**src/rtl/pll_lock_sequencer.sv**
```systemverilog
// pll_lock_sequencer
//
// Purpose: waits for the PLL LOCK indication to be stable, holds every clock
// domain in reset for a while longer, then releases the domain resets one
// after another (bit 0 first). Any loss of lock seen after synchronisation
// drops all domains back into reset and restarts the whole sequence. Lock
// losses that happen while fully running are counted (saturating).
//
// Ports:
//   clock           - PLL output clock; the only clock in this block
//   rst_n           - synchronous active-low reset
//   lock_in         - raw PLL LOCK, asynchronous to clock
//   clear_count     - synchronous clear of lock_lost_count
//   rst_out         - N_RST active-high domain resets, bit 0 released first
//   ready           - every domain released and lock stable
//   lock_lost_count - saturating count of lock losses seen while running

module pll_lock_sequencer #(
  parameter int N_RST         = 3,
  parameter int GLITCH_FILTER = 4,
  parameter int HOLD_CYCLES   = 16,
  parameter int STAGGER       = 8,
  parameter int CNT_W         = 8
) (
  input  logic             clock,
  input  logic             rst_n,
  input  logic             lock_in,
  input  logic             clear_count,
  output logic [N_RST-1:0] rst_out,
  output logic             ready,
  output logic [CNT_W-1:0] lock_lost_count
);

  // The phase timer is shared by FILTER, HOLD and RELEASE, so it has to
  // hold the largest of the three terminal counts.
  localparam int MAX_FH = (GLITCH_FILTER > HOLD_CYCLES) ? GLITCH_FILTER : HOLD_CYCLES;
  localparam int MAX_T  = (MAX_FH > STAGGER) ? MAX_FH : STAGGER;
  localparam int TW     = $clog2(MAX_T + 1);

  typedef enum logic [2:0] {
    WAIT_LOCK,
    FILTER,
    HOLD,
    RELEASE,
    RUN
  } state_t;

  logic             lock_meta;
  logic             lock_sync;
  state_t           state_q;
  state_t           state_d;
  logic [TW-1:0]    tmr_q;
  logic [TW-1:0]    tmr_d;
  logic [N_RST-1:0] rst_d;
  logic [N_RST-1:0] rst_shifted;
  logic             ready_d;
  logic             lost_inc;
  logic [CNT_W-1:0] lost_d;

  // Shifting the reset vector left by one clears the lowest still-set bit,
  // because released bits always form a contiguous run starting at bit 0.
  assign rst_shifted = rst_out << 1;

  // Next-state logic. A lock loss outside WAIT_LOCK overrides everything and
  // throws away all filter/hold/stagger progress. The timer counts 1..limit;
  // entering a phase loads 1 so the entry edge counts as the first cycle.
  always_comb begin
    state_d  = state_q;
    tmr_d    = tmr_q;
    rst_d    = rst_out;
    ready_d  = ready;
    lost_inc = 1'b0;

    if (state_q != WAIT_LOCK && !lock_sync) begin
      state_d  = WAIT_LOCK;
      tmr_d    = '0;
      rst_d    = '1;
      ready_d  = 1'b0;
      lost_inc = (state_q == RUN);
    end else begin
      case (state_q)
        WAIT_LOCK: begin
          rst_d   = '1;
          ready_d = 1'b0;
          if (lock_sync) begin
            state_d = FILTER;
            tmr_d   = TW'(1);
          end
        end

        FILTER: begin
          if (tmr_q == TW'(GLITCH_FILTER)) begin
            state_d = HOLD;
            tmr_d   = TW'(1);
          end else begin
            tmr_d = tmr_q + TW'(1);
          end
        end

        // HOLD and RELEASE both end by releasing one more domain; when that
        // was the last one, ready rises on the same edge.
        HOLD, RELEASE: begin
          if ((state_q == HOLD    && tmr_q == TW'(HOLD_CYCLES)) ||
              (state_q == RELEASE && tmr_q == TW'(STAGGER))) begin
            rst_d = rst_shifted;
            tmr_d = TW'(1);
            if (rst_shifted == '0) begin
              state_d = RUN;
              ready_d = 1'b1;
            end else begin
              state_d = RELEASE;
            end
          end else begin
            tmr_d = tmr_q + TW'(1);
          end
        end

        RUN: begin
          rst_d   = '0;
          ready_d = 1'b1;
        end

        default: begin
          state_d = WAIT_LOCK;
          tmr_d   = '0;
          rst_d   = '1;
          ready_d = 1'b0;
        end
      endcase
    end
  end

  // Lock-loss counter: a clear coinciding with a new loss leaves exactly
  // that one loss recorded; otherwise increments saturate at all ones.
  always_comb begin
    lost_d = lock_lost_count;
    if (clear_count) begin
      lost_d = lost_inc ? CNT_W'(1) : '0;
    end else if (lost_inc && lock_lost_count != '1) begin
      lost_d = lock_lost_count + CNT_W'(1);
    end
  end

  // All state, including both synchroniser flops, is registered here so the
  // outputs never glitch. Reset also clears the synchroniser, so a lock that
  // was already high is only seen from the first edge after reset lifts.
  always_ff @(posedge clock) begin
    if (!rst_n) begin
      lock_meta       <= 1'b0;
      lock_sync       <= 1'b0;
      state_q         <= WAIT_LOCK;
      tmr_q           <= '0;
      rst_out         <= '1;
      ready           <= 1'b0;
      lock_lost_count <= '0;
    end else begin
      lock_meta       <= lock_in;
      lock_sync       <= lock_meta;
      state_q         <= state_d;
      tmr_q           <= tmr_d;
      rst_out         <= rst_d;
      ready           <= ready_d;
      lock_lost_count <= lost_d;
    end
  end

endmodule

```
**config.mk**
```make
export PLATFORM = sky130hd
export DESIGN_NAME = pll_lock_sequencer
export DESIGN_NICKNAME = d
export VERILOG_FILES = /design/src/rtl/pll_lock_sequencer.sv
export SDC_FILE = /design/constraint.sdc
export NUM_CORES = 1
export LEC_CHECK = 0
export CAP_MARGIN = 40
export CORE_MARGIN = 4
export CORE_UTILIZATION = 57
export CTS_CLUSTER_DIAMETER = 150
export CTS_CLUSTER_SIZE = 10
export DETAILED_ROUTE_END_ITERATION = 7
export PLACE_DENSITY = 0.82
export SLEW_MARGIN = 10
export SYNTH_ARGS = -nofsm -noshare
export SYNTH_HDL_FRONTEND = slang
export SYNTH_SLANG_ARGS = --single-unit
```
**constraint.sdc**
```tcl
create_clock -name clock -period 2.94 [get_ports clock]
set_clock_uncertainty 0.1 [all_clocks]
set_input_delay 0.294 -clock clock [delete_from_list [all_inputs] [get_ports clock]]
set_output_delay 0.294 -clock clock [all_outputs]
set_load 0.02 [all_outputs]
```
==> summary.txt, run 1 <==
Synth top area share -> 36.40%
Critical Path Sink Type -> flop
Lkg Pwr -> 0.4351 nW
Clock sinks -> 22
Post-route cell area -> 0.001405 sq mm
Max_slew headroom -> 44.69%
Sequential Power Share -> 61.6%
Std-Cell Rows -> 16
Switching power -> 105.7 uW
Count of input and output buffers -> 15
Yosys top cell by area -> dfxtp_1
Mapped Area -> 0.001210 sq mm
Via count -> 1089
DR pass1 iterations -> 4
Int Power -> 387.0 uW
Status -> completed
Die Ht -> 54.07 um
Initial Utilization -> 61.05%
CTS Buf Count -> 3
RSZ-0062 raised after global routing -> no
Highest-delay cell along the critical path -> nor4b_1
Pwr dens -> 350.7 mW/mm^2
Switching part of the total -> 21.46%
Die area -> 0.002924 sq mm
Share of layout cells above drive strength 1 -> 5.161%
Largest net degree at the start of global routing -> 15
Top_reg_cell synth -> dfxtp_1
Largest stage delay on the critical path -> 0.72 ns
Critical path class -> flop to flop
Synth warn -> 0
Crit path time final -> 2.041 ns
Top post-synthesis cells by count -> dfxtp_1 (22), nand3_1 (14), nor2_1 (11), nand2_1 (10), a21oi_1 (7)
Ports -> 16
Vias in the first global route -> 1064
Post-Route WL -> 2.542 mm
CTS tree -> done
Most frequent cell after synthesis -> dfxtp_1
Hold Buf Count CTS -> 0
ANT nets after route -> 0
Synth Area per Inst -> 8.642 sq um
Final worst slack -> 0.8989 ns
Final Core Density -> 70.90%
Bufs on Longest Clock Path -> 2
Critical path fanouts, max -> 10
Initial antenna violation count -> 0
Chip width -> 54.07 um
Number of synthesized flops with an enable pin -> 0
Fillers -> 164
Hpwl dp -> 1.893 mm
Max Freq -> 0.4899 GHz
Area of the multi-input gates -> 725.7 sq um
# H-tree levels -> 1
Combinational Power Share -> 4.8%
Placed inst area -> 0.001369 sq mm
Synth Register Bits -> 22
Syn nets -> 147
Postcts setup bufs -> 0
Global-route wire length before repair -> 4.471 mm
Setup violations, final -> 0
Sequential Area -> 440.4 sq um
Final GP Congestion -> 0.8087
Critical Path AT -> 2.15 ns
WHS -> 0.3535 ns
Part of the cycle the worst path needs -> 69.42%
CTS root buffer -> clkbuf_4
Share of the yosys chip area belonging to registers -> 36.40%
Max VDD drop -> 250.0 uV
CP Launch Type -> flop
Total grt overflow -> 0
Post-synthesis cell type count -> 47
Avg WL per Cell -> 13.97 um
Clk slew on worst S/H paths -> 0.12 ns
1st-iter DRT viols -> 32
Top cells by area, synth -> dfxtp_1 (36%), nand3_1 (5.8%), nor2_1 (3.4%), ha_1 (3.1%), nand2_1 (3.1%)
Slew Viols, Final -> 0
Setup total negative slack -> 0 ns
GRT Util Overall -> 20.76%
Final Hold Fails -> 0
Vias per cell -> 5.984
CORE AREA -> 0.001982 sq mm
P&R area growth vs syn -> 16.13%
Share of flip-flops with an asynchronous set or reset -> 0%
Layout Nets -> 163
Worst endpoint required time -> 3.04 ns
Max-Cap Viols -> 0
# diodes -> 0
Worst-margin pin slew -> 0.8181 ns
Pre-CTS WS -> 1.000 ns
Synth Instances -> 140
Clock share of power -> 33.6%
Clock Latency Late Sink -> 0.30 ns
Resized cells post-CTS -> 0
Crit path cell chain -> nor4b_1, o21ai_0, mux2i_1, nor2_1
Drt drc -> 0
Hold Crit Class -> flop to flop
[cell type report]
cell class,instances,share of cell area (%)
inverter,5,1.336
multi-input combinational,109,51.65
sequential,22,31.34
tap,27,2.404
clock buffer,4,2.582
timing repair buffer,15,10.69
[metal layers]
layer  up-vias  global-route usage [%]  share of wire, %
li1        547                       -                 -
met2        30                   37.30                50
met3         2                   3.601               4.6
met5         -                       0                 0
met1       510                   24.75                45
met4         0                   6.639              0.51
[power by group through the flow]
stage               clock (mW)  combinational (mW)  sequential (mW)
floorplan                    0              0.0159            0.309
finish                   0.165              0.0235            0.304
CTS                      0.172              0.0236            0.304
global route             0.188              0.0263            0.305
global placement             0              0.0234            0.310
detailed placement           0              0.0235            0.310
[worst paths after layout]
path / startpoint / endpoint / slack [ns] / cells after the start
setup / recovery: state_q[2]$_SDFFE_PP0P_ / lock_lost_count[1]$_SDFFE_PN0P_ / 0.90 / 4
hold / removal: lock_meta$_SDFF_PN0_ / lock_sync$_SDFF_PN0_ / 0.35 / 1
setup reg to reg: state_q[2]$_SDFFE_PP0P_ / lock_lost_count[1]$_SDFFE_PN0P_ / 0.90 / 4
hold reg to reg: lock_meta$_SDFF_PN0_ / lock_sync$_SDFF_PN0_ / 0.35 / 1
[state kept, by name, summed over array words and instances (netlist names)]
signal,count
state_q,3
rst_out,3
tmr_q,5
ready,1
lock_lost_count,8
lock_meta,1
lock_sync,1
[through the flow]
step | std cells | total power [mW]
2_1_floorplan | 140 | 0.3250
3_3_place_gp | 178 | 0.3338
3_5_place_dp | 178 | 0.3340
4_1_cts | 182 | 0.4993
5_1_grt | 182 | 0.5192
6_report | 182 | 0.4927
[cells in the final DEF, fill, tap and decap left out, types with 2 or more instances in the layout]
cell type	count
o21ai_0	3
o22ai_1	3
nand2_1	10
nor3_1	2
a21oi_1	7
clkdlybuf4s50_1	15
nand2b_1	4
xor2_1	4
nor2_1	11
a21o_1	2
nor2b_1	3
ha_1	3
nand3b_1	2
dfxtp_1	22
a32o_1	2
nand3_1	14
nand4_1	2
o211ai_1	2
nor3b_1	5
xnor2_1	4
o2111ai_1	2
and2_1	2
clkbuf_4	3
inv_1	5
[kinds of logic (layout without fill, tap and decap cells)]
family	count (synthesis)	count (layout)	synth area share (%)
simple gates	66	66	30.51
xor+xnor	8	8	5.791
mux	1	1	0.8273
fa+ha+maj	3	3	3.103
compound gates	31	31	19.75
flops	22	22	36.40
buf+inv	9	24	3.619
[worst max-delay path, delay by kind of cell, from the launching register on]
| family | cells | cell delay [ns] |
|---|---|---|
| simple gates | 2 | 0.77 |
| compound gates | 1 | 0.31 |
| flops | 1 | 0.54 |
| mux | 1 | 0.23 |
No activity file was read; power rests on OpenSTA's default activity.
==> inputs of run 2 (changes only) <==
- CORE_UTILIZATION: 57 -> 53
- PLACE_DENSITY: 0.82 -> 0.77
- clock period: 2.94 -> 1.9 ns (I/O delays scaled with it)
==> run 2 against run 1 <==
First-iteration DRC count fell by 34%. Combinational power rose by 80%. Sequential share of layout area down 1.7 points. Clock power rose by 120%. Count of clock-buffer cells in the layout fell by 1. Total power is 77% higher. Non-clock buffer count increased by 7. Critical endpoint is now tmr_q[3]$_SDFFE_PP0P_.
==> summary.txt, run 2 (synthesis results as in run 1) <==
Status -> completed
Vias per cell -> 6.047
Pre-CTS WS -> 0.1064 ns
Initial antenna violation count -> 0
Commonest cells after routing, fill and taps aside -> dfxtp_1 (22), clkdlybuf4s50_1 (15), nand3_1 (14)
CP Launch Type -> flop
Share of layout cells above drive strength 1 -> 10.49%
Critical path fanouts, max -> 6
Total grt overflow -> 0
Max VDD drop -> 361.0 uV
Setup total negative slack -> 0 ns
Drt drc -> 0
Fillers -> 173
Max-Cap Viols -> 0
Setup violations, final -> 0
Crit path time final -> 1.750 ns
Final Hold Fails -> 0
Layout Nets -> 170
Largest net degree at the start of global routing -> 14
CORE AREA -> 0.002191 sq mm
Std-Cell Rows -> 17
CTS root buffer -> clkbuf_4
Max_slew headroom -> 69.85%
CTS Buf Count -> 3
Hold Buf Count CTS -> 0
Die Ht -> 55.78 um
Critical Path AT -> 1.86 ns
Final GP Congestion -> 0.9305
Die area -> 0.003111 sq mm
GRT Util Overall -> 18.06%
DR pass1 iterations -> 5
Number of flip-flops under the largest register name -> 8
Critical path class -> flop to flop
Resized cells post-CTS -> 0
Worst endpoint required time -> 2.01 ns
Max Freq -> 0.5714 GHz
Avg WL per Cell -> 14.01 um
Hold Crit Class -> input pin to flop
# diodes -> 0
Critical Path Sink Type -> flop
Post-Route WL -> 2.661 mm
Count of input and output buffers -> 15
Lkg Pwr -> 0.4798 nW
Clk slew on worst S/H paths -> 0.13 ns
RSZ-0062 raised after global routing -> no
Largest regs -> lock_lost_count (8), tmr_q (5)
Final worst slack -> 0.1499 ns
Hpwl dp -> 1.980 mm
Most common cell after layout, fill and taps aside -> dfxtp_1
Initial Utilization -> 55.23%
Slew Viols, Final -> 0
# H-tree levels -> 1
Via count -> 1149
Hold wc startpoint -> lock_in
Bufs on Longest Clock Path -> 2
Global-route wire length before repair -> 4.526 mm
Number of cells on the worst hold path -> 2
Clock Latency Late Sink -> 0.31 ns
Reg-to-reg slack, setup -> 0.15 ns
Biggest register -> lock_lost_count
Hold path endpoint -> lock_meta$_SDFF_PN0_
FF-to-FF Start -> tmr_q[4]$_SDFFE_PP0P_
Pwr dens -> 587.3 mW/mm^2
1st-iter DRT viols -> 21
Cells on worst reg2reg path -> 4
ANT nets after route -> 0
Worst-margin pin slew -> 0.4506 ns
Postcts setup bufs -> 0
CTS tree -> done
Reg-to-Reg End -> tmr_q[3]$_SDFFE_PP0P_
Chip width -> 55.78 um
P&R area growth vs syn -> 22.75%
Clock sinks -> 22
Ports -> 16
Vias in the first global route -> 1125
Part of the cycle the worst path needs -> 92.11%
run 2: cell count changes in the layout (fill, tap and decap cells not counted), sizes merged:
cell	previous run	this run
bufinv	0	1
clkbuf	4	3
buf	0	7
run 2: power breakdown:
part	internal [mW]	switching [mW]	total [mW]
registers	0.465	0.00398	0.469
clock network	0.213	0.147	0.361
logic	0.0203	0.0220	0.0424
total	0.699	0.173	0.872
run 2: final cells by class:
type | instances | area, sq um | area share [%]
timing repair buffer | 22 | 202.7 | 13.65
clock inverter | 1 | 30.03 | 2.022
tap | 28 | 35.03 | 2.359
clock buffer | 3 | 22.52 | 1.516
multi-input combinational | 109 | 735.7 | 49.54
inverter | 5 | 18.77 | 1.264
sequential | 22 | 440.4 | 29.65
run 2: stage by stage:
step	std cells	hold slack (ns)	power (mW)	area [sq um]	utilization [%]
final	190	0.3390	0.8723	1485	67.79
after global routing	190	0.3350	0.9034	1485	67.79
after floorplan	140	0.2173	0.5029	1210	-
after global placement	186	0.3550	0.5200	1423	64.93
after CTS	190	0.3335	0.8782	1475	67.33
after detailed placement	186	0.3299	0.5209	1423	64.93
run 2: worst max path at each step:
stage / startpoint / to / slack, ns
after floorplan: lock_lost_count[0]$_SDFFE_PN0P_ / lock_lost_count[1]$_SDFFE_PN0P_ / 0.21
after global placement: tmr_q[4]$_SDFFE_PP0P_ / tmr_q[3]$_SDFFE_PP0P_ / 0.15
after detailed placement: tmr_q[4]$_SDFFE_PP0P_ / tmr_q[4]$_SDFFE_PP0P_ / 0.11
after CTS: tmr_q[4]$_SDFFE_PP0P_ / tmr_q[4]$_SDFFE_PP0P_ / 0.09
after global routing: tmr_q[4]$_SDFFE_PP0P_ / tmr_q[4]$_SDFFE_PP0P_ / 0.05
final: tmr_q[4]$_SDFFE_PP0P_ / tmr_q[3]$_SDFFE_PP0P_ / 0.15
run 2: critical path, cell delays in order, from the launching register on:
cell and delay (ns):
dfxtp_1 0.44, or3b_1 0.44, a211o_1 0.35, a31oi_2 0.24, nor3b_1 0.08
run 2: routing by layer:
layer / up-vias / GRT usage, % / wire [um] / part of all wire (%)
li1: 563 / - / - / -
met1: 547 / 18.32 / 1159 / 44
met4: 0 / 11.81 / 82 / 3.1
met5: - / 0 / 0 / 0
met2: 29 / 33.95 / 1343 / 50
met3: 10 / 2.320 / 75 / 2.8
